### src/rtl/command_encoder_if.sv
// rtl/command_encoder_if.sv - request handshake and command byte bus between host and command_encoder.
interface command_encoder_if;
  logic       req_valid;
  logic       req_ready;
  logic [1:0] req_op;
  logic [2:0] req_a;
  logic [2:0] req_b;
  logic [2:0] req_c;
  logic [2:0] req_d;
  logic [7:0] cmd_byte;
  logic       busy;
  logic       done;

  modport master (
    output req_valid, req_op, req_a, req_b, req_c, req_d,
    input  req_ready, cmd_byte, busy, done
  );

  modport slave (
    input  req_valid, req_op, req_a, req_b, req_c, req_d,
    output req_ready, cmd_byte, busy, done
  );
endinterface

### src/rtl/command_encoder.sv
// rtl/command_encoder.sv - serialises one drawing request into the rasterizer command byte stream.
module command_encoder #(
  parameter int unsigned GAP_CYCLES = 1
) (
  input  logic            clk,
  input  logic            rst_n,
  command_encoder_if.slave bus
);

  typedef enum logic [1:0] {
    S_IDLE,
    S_HEADER,
    S_PARAM,
    S_GAP
  } state_t;

  localparam logic [1:0] OP_CLEAR = 2'b00;
  localparam logic [1:0] OP_PIXEL = 2'b01;

  // Out-of-range gap settings are pinned to 1..15 so the 4-bit counter can never wrap.
  localparam int unsigned GAP_EFF  = (GAP_CYCLES < 1) ? 1 : ((GAP_CYCLES > 15) ? 15 : GAP_CYCLES);
  localparam logic [3:0]  GAP_LAST = 4'(GAP_EFF - 1);

  state_t     state_q, state_d;
  logic [1:0] op_q;
  logic [2:0] b_q, c_q, d_q;
  logic [1:0] idx_q, idx_d;
  logic [3:0] gap_q, gap_d;
  logic [7:0] byte_q, byte_d;

  logic       accept;
  logic [1:0] idx_last;
  logic [2:0] opnd_next;
  logic [7:0] header_byte;

  assign accept    = bus.req_valid && (state_q == S_IDLE);
  assign idx_last  = (op_q == OP_PIXEL) ? 2'd0 : 2'd2;
  assign opnd_next = (idx_q == 2'd0) ? c_q : d_q;

  // The opcode doubles as the cmd field; CLEAR is the one opcode with a fixed byte.
  assign header_byte = (bus.req_op == OP_CLEAR) ? 8'hBF
                                                : {1'b1, bus.req_op, 2'b00, bus.req_a};

  always_ff @(posedge clk or negedge rst_n) begin
    if (!rst_n) begin
      state_q <= S_IDLE;
    end else begin
      state_q <= state_d;
    end
  end

  always_comb begin
    state_d = state_q;
    case (state_q)
      S_IDLE:   if (accept) state_d = S_HEADER;
      S_HEADER: state_d = (op_q == OP_CLEAR) ? S_GAP : S_PARAM;
      S_PARAM:  if (idx_q == idx_last) state_d = S_GAP;
      S_GAP:    if (gap_q == GAP_LAST) state_d = S_IDLE;
      default:  state_d = S_IDLE;
    endcase
  end

  // byte_d is the byte that belongs to state_d, so cmd_byte stays aligned with the state register.
  always_comb begin
    byte_d = 8'h00;
    idx_d  = idx_q;
    gap_d  = gap_q;
    case (state_q)
      S_IDLE: begin
        idx_d = 2'd0;
        gap_d = 4'd0;
        if (accept) byte_d = header_byte;
      end
      S_HEADER: begin
        idx_d = 2'd0;
        if (op_q != OP_CLEAR) byte_d = {3'b100, 2'b00, b_q};
      end
      S_PARAM: begin
        if (idx_q != idx_last) begin
          idx_d  = 2'(idx_q + 2'd1);
          byte_d = {3'b100, 2'b00, opnd_next};
        end
      end
      S_GAP: begin
        gap_d = (gap_q == GAP_LAST) ? 4'd0 : 4'(gap_q + 4'd1);
      end
      default: begin
        idx_d = 2'd0;
        gap_d = 4'd0;
      end
    endcase
  end

  always_ff @(posedge clk or negedge rst_n) begin
    if (!rst_n) begin
      byte_q <= 8'h00;
      idx_q  <= 2'd0;
      gap_q  <= 4'd0;
      op_q   <= 2'd0;
      b_q    <= 3'd0;
      c_q    <= 3'd0;
      d_q    <= 3'd0;
    end else begin
      byte_q <= byte_d;
      idx_q  <= idx_d;
      gap_q  <= gap_d;
      if (accept) begin
        op_q <= bus.req_op;
        b_q  <= bus.req_b;
        c_q  <= bus.req_c;
        d_q  <= bus.req_d;
      end
    end
  end

  assign bus.cmd_byte  = byte_q;
  assign bus.req_ready = (state_q == S_IDLE);
  assign bus.busy      = (state_q != S_IDLE);
  assign bus.done      = (state_q == S_GAP) && (gap_q == GAP_LAST);

endmodule
### src/flat_wrapper.sv
// flat-port wrapper written by rule: the top's interface ports become plain ports
module command_encoder_flat 
#(
  parameter int unsigned GAP_CYCLES = 1
)
  (clk, rst_n, bus_req_valid, bus_req_op, bus_req_a, bus_req_b, bus_req_c, bus_req_d, bus_req_ready, bus_cmd_byte, bus_busy, bus_done);
  command_encoder_if bus_i ();
  input  logic clk;
  input  logic rst_n;
  input wire logic [$bits(bus_i.req_valid)-1:0] bus_req_valid;
  input wire logic [$bits(bus_i.req_op)-1:0] bus_req_op;
  input wire logic [$bits(bus_i.req_a)-1:0] bus_req_a;
  input wire logic [$bits(bus_i.req_b)-1:0] bus_req_b;
  input wire logic [$bits(bus_i.req_c)-1:0] bus_req_c;
  input wire logic [$bits(bus_i.req_d)-1:0] bus_req_d;
  output wire logic [$bits(bus_i.req_ready)-1:0] bus_req_ready;
  output wire logic [$bits(bus_i.cmd_byte)-1:0] bus_cmd_byte;
  output wire logic [$bits(bus_i.busy)-1:0] bus_busy;
  output wire logic [$bits(bus_i.done)-1:0] bus_done;
  assign bus_i.req_valid = bus_req_valid;
  assign bus_i.req_op = bus_req_op;
  assign bus_i.req_a = bus_req_a;
  assign bus_i.req_b = bus_req_b;
  assign bus_i.req_c = bus_req_c;
  assign bus_i.req_d = bus_req_d;
  assign bus_req_ready = bus_i.req_ready;
  assign bus_cmd_byte = bus_i.cmd_byte;
  assign bus_busy = bus_i.busy;
  assign bus_done = bus_i.done;
  command_encoder #(.GAP_CYCLES(GAP_CYCLES)) u_core (.clk(clk), .rst_n(rst_n), .bus(bus_i));
endmodule
### config.mk
export PLATFORM = sky130hd
export DESIGN_NAME = command_encoder_flat
export DESIGN_NICKNAME = d
export VERILOG_FILES = /design/src/rtl/command_encoder_if.sv /design/src/rtl/command_encoder.sv /design/src/flat_wrapper.sv
export SDC_FILE = /design/constraint.sdc
export NUM_CORES = 1
export LEC_CHECK = 0
export CAP_MARGIN = 20
export CORE_MARGIN = 2
export CORE_UTILIZATION = 50
export CTS_CLUSTER_SIZE = 40
export DETAILED_ROUTE_END_ITERATION = 10
export GPL_TIMING_DRIVEN = 0
export HOLD_SLACK_MARGIN = 0.06
export PLACE_DENSITY = 0.83
export SKIP_CTS_REPAIR_TIMING = 1
export SYNTH_ARGS = -nofsm -noshare
export SYNTH_HDL_FRONTEND = slang
export SYNTH_SLANG_ARGS = --single-unit
### constraint.sdc
create_clock -name clk -period 1.97 [get_ports clk]
set_input_delay 0.394 -clock clk [delete_from_list [all_inputs] [get_ports clk]]
set_output_delay 0.394 -clock clk [all_outputs]
set_load 0.01 [all_outputs]
=== Word level (Yosys, flattened, before mapping) ===
Index checks and enable logic that the tools add are counted.

* Reductions and logical operators: 14
* Add/sub/neg operators: 2
* Equality and inequality tests: 10
* Mux-type cells: 16

{| class="wikitable"
|+ Operators with widths
! kind !! number
|-
| $mux 8 || 3
|-
| $pmux 8 s3 || 1
|-
| $mux 2 || 5
|-
| $logic_not 2->1 || 4
|-
| $ne 2x1->1 const B || 4
|-
| $pmux 2 s4 || 1
|-
| $pmux 4 s2 || 1
|-
| $reduce_bool 2->1 || 4
|-
| $mux 7 || 1
|-
| $add 4x1->4 const B || 1
|-
| $eq 2x1->1 const B || 2
|-
| $eq 2x2->1 const B || 2
|-
| $logic_not 4->1 || 1
|-
| $mux 4 || 1
|-
| $pmux 2 s2 || 1
|-
| $mux 3 || 1
|-
| $reduce_and 3->1 || 1
|-
| $add 2x1->2 const B || 1
|-
| $eq 2x2->1 || 1
|-
| $logic_and 1x1->1 || 2
|-
| $ne 2x2->1 || 1
|-
| $reduce_and 2->1 || 1
|-
| $reduce_or 2->1 || 1
|-
| $mux 1 || 1
|}

* Word-level logic and storage cells: 50
* Bits in registers: 27
* Input bits: 17
* Output and inout bits: 11

=== Depth between registers and ports, before layout ===
Gate-level depths: netlist of the first run.

* Word-level depth: 5
* Mapped depth: 7
* Mapped depth without buffers: 6

=== Least setup slack after synthesis of the first run ===
No wires, ideal clock.

* Path type: register -> register
* From: register u_core.state_q[0]
* To: register u_core.b_q[2]
* Clock period less this slack: 1.871 ns
* Required time: 1.845 ns
* Setup slack: 0.099 ns
* Buffers on the path: 2
* Arrival: 1.747 ns
* Cell stages (with the launch flop): 7
* Setup time: 0.125 ns
* Cells stage by stage: dfrtp_1 -> inv_1 -> ha_1 -> and2_1 -> clkbuf_1 -> buf_2 -> mux2_2

* Longest elaborated chain between the ends: 2

{| class="wikitable"
|+ Ends and longest elaborated chain
! what !! line !! text
|-
| start: declaration || command_encoder.sv:24 || <nowiki>state_t state_q, state_d;</nowiki>
|-
| start signal: assignment || command_encoder.sv:48 || <nowiki>state_q <= state_d;</nowiki>
|-
| $logic_not 2->1 || n/a ||
|-
| named net bus_req_ready || flat_wrapper.sv:16 || <nowiki>output wire logic [$bits(bus_i.req_ready)-1:0] bus_req_ready;</nowiki>
|-
| $logic_and 1x1->1 || command_encoder.sv:36 || <nowiki>assign accept = bus.req_valid && (state_q == S_IDLE);</nowiki>
|-
| end signal: assignment || command_encoder.sv:109 || <nowiki>b_q <= bus.req_b;</nowiki>
|-
| end: declaration || command_encoder.sv:26 || <nowiki>logic [2:0] b_q, c_q, d_q;</nowiki>
|}

The timed path passes the listed nets, and every way through them passes these cells.
A chain may end at the register's enable or synchronous reset.

=== Worst setup path in the final report of the first run ===
* From: register u_core.gap_q[0]
* To: register u_core.state_q[1]

* Longest elaborated chain between the ends: 3

{| class="wikitable"
|+ Ends and longest elaborated chain
! what !! line !! text
|-
| start: declaration || command_encoder.sv:28 || <nowiki>logic [3:0] gap_q, gap_d;</nowiki>
|-
| start signal: assignment || command_encoder.sv:106 || <nowiki>gap_q <= gap_d;</nowiki>
|-
| $logic_not 4->1 || command_encoder.sv:58 || <nowiki>S_GAP: if (gap_q == GAP_LAST) state_d = S_IDLE;</nowiki>
|-
| $ne 2x1->1 (no source line) || n/a ||
|-
| $reduce_and 3->1 (no source line) || n/a ||
|}

Every way passes these cells.

==> metrics.md, run 1 <==
| Metric | Value |
|---|---|
| Crit path required time | `2190 ps` |
| HP Class | `in -> async` |
| Sw Ratio | `0.362` |
| Pwr Density | `1340 nW/µm²` |
| Post-Synthesis Cells | `118` |
| Register area share after synthesis | `0.494` |
| Reg2Reg Launch Point | `u_core.gap_q[0]` |
| I/O Pins | `28` |
| Max frequency | `541 MHz` |
| Inserted Clock Buffers | `3` |
| # fillers | `187` |
| Die H | `55.3 µm` |
| Die footprint | `3060 µm²` |
| Final max-slew violation count | `0` |
| Clk sinks | `26` |
| Total Wirelength | `2700 µm` |
| Post-route DRC | `0` |
| Clock power frac | `0.113` |
| Setup WS post-layout | `120 ps` |
| Syn_nets | `142` |
| Initial antenna violation count | `0` |
| Worst-path clk slew | `130 ps` |
| Worst Tran Pin Value | `446 ps` |
| Setup Skew | `7.46 ps` |
| Synth unique cells | `34` |
| GP Congestion | `0.781` |
| NumNets Final | `178` |
| PortBufs | `27` |
| # H-tree levels | `1` |
| Initial Utilization | `0.531` |
| Synthesis Warnings | `0` |
| CTS tree | `done` |
| Cell row count | `18` |
| Pint | `1490 µW` |
| Worst slack, placed | `-141 ps` |
| Worst-path maximum fanout | `3` |
| Status | `completed` |
| Core area | `2480 µm²` |
| RSZ-0062 raised after global routing | `no` |
| P_sw | `848 µW` |
| Period Utilization, post-route | `0.939` |
| Sequential Power Share | `0.361` |
| Setup violations, final | `0` |
| Via count | `985` |
| Worst Setup End Kind | `flop` |
| Ratio of cells with drive above 1 in the final layout | `0.222` |
| Final min period | `1850 ps` |
| Clk root buf | `clkbuf_4` |
| Final total power | `2340 µW` |
| 1st-iter DRT viols | `10` |
| Critical path class | `reg -> reg` |
| ANT nets after route | `0` |
| Vias in the first global route | `1052` |
| GRT overflow | `0` |
| Max-slew headroom | `0.703` |
| Combinational share of power | `0.527` |
| Via/cell ratio | `5.38` |
| Fin. Hold Viols | `0` |
| Worst-Skew Late Latency | `320 ps` |
| Diode count | `0` |
| CP startpoint kind | `flop` |
| Largest net degree at the start of global routing | `22` |
| Die Wd | `55.3 µm` |
| Leakage | `0.000789 µW` |
| Routed len/inst | `14.8 µm` |
| Clock buffer depth | `2` |
| Hpwl dp | `2020 µm` |
| Worst R2R Setup Slack | `120 ps` |
| Mapped cell area | `1320 µm²` |
| R2R depth | `6` |
| Mean Syn Cell Area | `11.2 µm²` |
| RR Endpoint | `u_core.state_q[1]` |
| GRT Overall Usage | `0.182` |
| Area delta synth->final | `32.6%` |
| VDD IR max | `0.880 mV` |
| Pre-Repair DR Iteration Count | `4` |
| First-pass GRT wire length | `4470 µm` |
| Maxcap violations | `0` |
| Register bit total from synthesis | `26` |
| Critical Path AT | `2070 ps` |
## routing by layer
layer	vias to the layer above	wire, µm	track usage
li1	473	-	-
met1	481	1080	0.204
met2	27	1490	0.342
met3	4	119	0.0515
met4	0	20	0.0348
met5	-	0	0
## placed cells by master (no fill, tap or decap), drive strengths merged, types with 2 or more instances in the layout
master and n:
o21ai 7, nor2 7, mux2i 3, dfrtp 26, a21oi 2, clkbuf 7, a31oi 3, clkdlybuf4s50 24
inv 9, or2 3, nor3b 2, nand2 11, dlymetal6s2s 3, buf 6, mux2 12, ha 7
nor3 2, o211ai 2, nor2b 4
## cell type report
| cell class | count | area, µm² | share of cell area |
|---|---|---|---|
| flip-flops and latches | 26 | 653 | 0.374 |
| multi-input cells | 78 | 627 | 0.359 |
| repair buffers | 32 | 335 | 0.192 |
| well taps | 30 | 37.5 | 0.0215 |
| clock buffers | 4 | 36.3 | 0.0208 |
| inverters | 9 | 33.8 | 0.0194 |
| plain buffers | 4 | 22.5 | 0.0129 |
## power groups by stage
| stage | sequential [µW] | combinational [µW] | clock, µW |
|---|---|---|---|
| after floorplan | 846 | 807 | 0 |
| after global placement | 850 | 1100 | 0 |
| after detailed placement | 867 | 1160 | 0 |
| after CTS | 854 | 1160 | 278 |
| after global routing | 874 | 1370 | 295 |
| final | 845 | 1230 | 264 |
## flip-flops by register name, indices dropped and copies added, names as in the netlist
signal and cells:
u_core.b_q 3, u_core.bus.cmd_byte 7, u_core.c_q 3, u_core.d_q 3, u_core.gap_q 4, u_core.idx_q 2, u_core.op_q 2, u_core.state_q 2
## how the worst max path moves through the flow
stage | from | to | slack [ps] | cells past startpoint
global placement | bus_req_valid | u_core.op_q[0] | -120 | 5
floorplan | u_core.state_q[0] | u_core.b_q[2] | 100 | 6
global route | u_core.gap_q[0] | u_core.state_q[1] | 40 | 6
finish | u_core.gap_q[0] | u_core.state_q[1] | 120 | 6
detailed placement | bus_req_valid | u_core.op_q[1] | -140 | 5
CTS | u_core.state_q[0] | bus_req_ready | -250 | 3
## critical path, stage by stage, from the launching register on
cell       delay (ps)
dfrtp_2           440
inv_1              60
ha_1              160
or3b_2            480
a2bb2oi_2         200
nand2_2           100
mux2_4            310
## stage by stage
step / area, µm² / util / hold WS, ps / instances / TNS [ps]
detailed placement: 1650 / 0.667 / 496 / 176 / -942
CTS: 1690 / 0.681 / 345 / 180 / -1520
global placement: 1620 / 0.656 / 491 / 175 / -720
floorplan: 1320 / - / 98.4 / 118 / 0
finish: 1750 / 0.705 / 350 / 183 / 0
global route: 1750 / 0.705 / 349 / 183 / 0
## synthesized netlist by cell type, drive strengths merged
| cell type | count | share of area |
|---|---|---|
| or4 | 1 | 0.0057 |
| a21oi | 2 | 0.0076 |
| dfrtp | 26 | 0.49 |
| or2b | 1 | 0.0067 |
| nor2 | 7 | 0.020 |
| nor3b | 2 | 0.011 |
| clkbuf | 3 | 0.0086 |
| buf | 2 | 0.0095 |
| ha | 7 | 0.067 |
| or2 | 3 | 0.014 |
| and2 | 1 | 0.0048 |
| nand2 | 11 | 0.033 |
| or4b | 1 | 0.010 |
| or3b | 1 | 0.0067 |
| mux2i | 3 | 0.023 |
| o21ai | 7 | 0.027 |
| nand3 | 1 | 0.0038 |
| nor3 | 2 | 0.0076 |
| mux2 | 12 | 0.11 |
| a22o | 1 | 0.0067 |
| o2bb2a | 1 | 0.015 |
| o211ai | 2 | 0.022 |
| a2bb2oi | 1 | 0.0067 |
| nand4bb | 1 | 0.0086 |
| nand2b | 1 | 0.0048 |
| inv | 9 | 0.026 |
| nor2b | 4 | 0.019 |
| a31oi | 3 | 0.014 |
| a41oi | 1 | 0.0067 |
| o22ai | 1 | 0.0048 |
## cell families after synthesis
logic type,Yosys count,synth area share
muxes,15,0.128
buffers and inverters,14,0.0437
DFF,26,0.494
AOI/OAI and AO/OA,19,0.110
and+or+nand+nor,37,0.157
adders and majority gates,7,0.0665
(Power assumes the default switching activity.)
==> run 2: changes to the inputs <==
- HOLD_SLACK_MARGIN: 0.06 -> not set
==> results of run 2 <==
The final DEF is identical to that of run 1; final timing and power are the same.
==> run 3: changes to the inputs <==
- CAP_MARGIN: 20 -> not set
- CORE_UTILIZATION: 50 -> 45
- PLACE_DENSITY: 0.83 -> 0.79
- clock period: 1.97 -> 1.58 ns (I/O delays scaled with it)
==> metrics.md, run 3 (same netlist as run 1, synthesis figures left out) <==
| Metric | Value |
|---|---|
| Status | `complete, but fails checks (was completed)` |
| Failing checks | `negative setup slack` |
| Largest register FFs | `7 (unchanged)` |
| Core area | `2760 µm² (was 2480 µm²)` |
| CP startpoint kind | `flop (unchanged)` |
| Die footprint | `3370 µm² (was 3060 µm²)` |
| Max-slew headroom | `0.214 (was 0.703)` |
| PortBufs | `27 (unchanged)` |
| Final total power | `3350 µW (was 2340 µW)` |
| NumNets Final | `184 (was 178)` |
| Max incr delay on CP | `450 ps (was 480 ps)` |
| Commonest non-fill, non-tap cells in the layout | `dfrtp_1 (23), clkdlybuf4s50_1 (21), mux2_2 (11), buf_4 (11), nand2_1 (10) (was clkdlybuf4s50_1 (24), dfrtp_1 (24), mux2_2 (11))` |
| Cell row count | `19 (was 18)` |
| Clk root buf | `clkbuf_4 (unchanged)` |
| Pre-Repair DR Iteration Count | `4 (unchanged)` |
| Period Utilization, post-route | `1.09 (was 0.939)` |
| Routed len/inst | `14.7 µm (was 14.8 µm)` |
| Clk sinks | `26 (unchanged)` |
| Critical Path AT | `1940 ps (was 2070 ps)` |
| Setup violations, final | `9 (was 0)` |
| Maxcap violations | `0 (unchanged)` |
| Worst Tran Pin Value | `1180 ps (was 446 ps)` |
| Pwr Density | `1800 nW/µm² (was 1340 nW/µm²)` |
| Setup Total Neg Slack | `-457 ps (was 0 ps)` |
| Hpwl dp | `1870 µm (was 2020 µm)` |
| Worst R2R Setup Slack | `-140 ps (was 120 ps)` |
| Worst path cell trace | `inv_2 > ha_4 > or3b_4 > a2bb2oi_4 > nand2_2 > mux2_4 (was inv_1 > ha_1 > or3b_2 > a2bb2oi_2 > nand2_2 > mux2_4)` |
| GRT Overall Usage | `0.163 (was 0.182)` |
| HP Class | `in -> async (unchanged)` |
| ANT nets after route | `0 (unchanged)` |
| Clock buffer depth | `2 (unchanged)` |
| Final min period | `1720 ps (was 1850 ps)` |
| Leakage | `0.000865 µW (was 0.000789 µW)` |
| GP Congestion | `0.766 (was 0.781)` |
| Inst Count DP | `176 (unchanged)` |
| Critical path class | `reg -> reg (unchanged)` |
| Fin. Hold Viols | `0 (unchanged)` |
| Die Wd | `58.1 µm (was 55.3 µm)` |
| GRT overflow | `0 (unchanged)` |
| Final max-slew violation count | `0 (unchanged)` |
| R2R depth | `6 (unchanged)` |
| Non-Filler Instances | `190 (was 183)` |
| Setup WS post-layout | `-139 ps (was 120 ps)` |
| CTS tree | `done (unchanged)` |
| Ratio of cells with drive above 1 in the final layout | `0.314 (was 0.222)` |
| RR Endpoint | `u_core.state_q[1] (unchanged)` |
| Slowest cell on the critical path | `dfrtp_1 (was or3b_2)` |
| 1st-iter DRT viols | `29 (was 10)` |
| Commonest non-fill, non-tap cell in the layout | `dfrtp_1` |
| Worst-path clk slew | `140 ps (was 130 ps)` |
| Area delta synth->final | `41.3% (was 32.6%)` |
| Largest net degree at the start of global routing | `27 (was 22)` |
| Inserted Clock Buffers | `3 (unchanged)` |
| Max frequency | `582 MHz (was 541 MHz)` |
| RSZ-0062 raised after global routing | `yes (was no)` |
| Total Wirelength | `2790 µm (was 2700 µm)` |
| Crit path required time | `1800 ps (was 2190 ps)` |
| Worst-Skew Late Latency | `320 ps (about the same)` |
| Initial Utilization | `0.477 (was 0.531)` |
| Setup Skew | `2.19 ps (was 7.46 ps)` |
| First-pass GRT wire length | `4210 µm (was 4470 µm)` |
| Post-route DRC | `0 (unchanged)` |
| Worst Setup End Kind | `flop (unchanged)` |
| Initial antenna violation count | `0 (unchanged)` |
| I/O Pins | `28 (unchanged)` |
| # H-tree levels | `1 (unchanged)` |
| VDD IR max | `1.16 mV (was 0.880 mV)` |
| Vias in the first global route | `980 (was 1052)` |
| Reg2Reg Launch Point | `u_core.gap_q[1] (was u_core.gap_q[0])` |
| Diode count | `0 (unchanged)` |
| Via count | `1005 (was 985)` |
| Worst-path maximum fanout | `4 (was 3)` |
| Die H | `58.1 µm (was 55.3 µm)` |
| Via/cell ratio | `5.29 (was 5.38)` |
==> run 3: changes by cell type in the layout (fill, tap and decap cells not counted), sizes merged <==
cell	delta
bufinv	+1
clkbuf	-1
buf	+7
dlymetal6s2s	+2
clkdlybuf4s50	-3
==> run 3: worst max path at each step <==
stage | startpoint | end | slack [ps] | cells after the start
6_report | u_core.gap_q[1] | u_core.state_q[1] | -140 | 6
5_1_grt | u_core.gap_q[0] | u_core.state_q[1] | -190 | 6
4_1_cts | u_core.state_q[0] | bus_done | -490 | 4
3_5_place_dp | bus_req_valid | u_core.op_q[0] | -250 | 5
3_3_place_gp | bus_req_valid | u_core.d_q[1] | -240 | 5
2_1_floorplan | u_core.gap_q[0] | u_core.state_q[1] | -60 | 6
==> run 3: worst max-delay path, delay by kind of cell, from the launching register on <==
family,cells,cell delay (ps)
fa+ha+maj,1,130
compound gates,1,160
flops,1,450
simple gates,2,490
mux,1,310
buf+inv,1,90
==> run 3: through the flow <==
step                hold WS, ps  instance area [µm²]  utilization  worst slack, ps
detailed placement          496                 1650        0.598             -247
global route                305                 1860        0.675             -188
global placement            491                 1650        0.598             -235
floorplan                  20.4                 1340            -            -58.4
CTS                         529                 1700        0.618             -494
finish                      209                 1860        0.675             -139
==> run 3: layout make-up <==
type | instances | area, µm²
Tap cell | 31 | 38.8
Buffer | 5 | 42.5
Multi-Input combinational cell | 78 | 683
Clock buffer | 3 | 22.5
Clock inverter | 1 | 30.0
Fill cell | 214 | 897
Timing Repair Buffer | 37 | 353
Sequential cell | 26 | 654
Inverter | 9 | 36.3
==> run 3: power by group <==
group	total (µW)	internal, µW	switching, µW
sequential	1060	912	153
clock	456	256	200
combinational	1830	1010	821
total	3350	2180	1170
==> run 3: layer usage <==
| metal | global-route usage | wire length, µm |
|---|---|---|
| met5 | 0 | 0 |
| met4 | 0.0498 | 32 |
| met3 | 0.0201 | 101 |
| met2 | 0.292 | 1430 |
| met1 | 0.206 | 1230 |
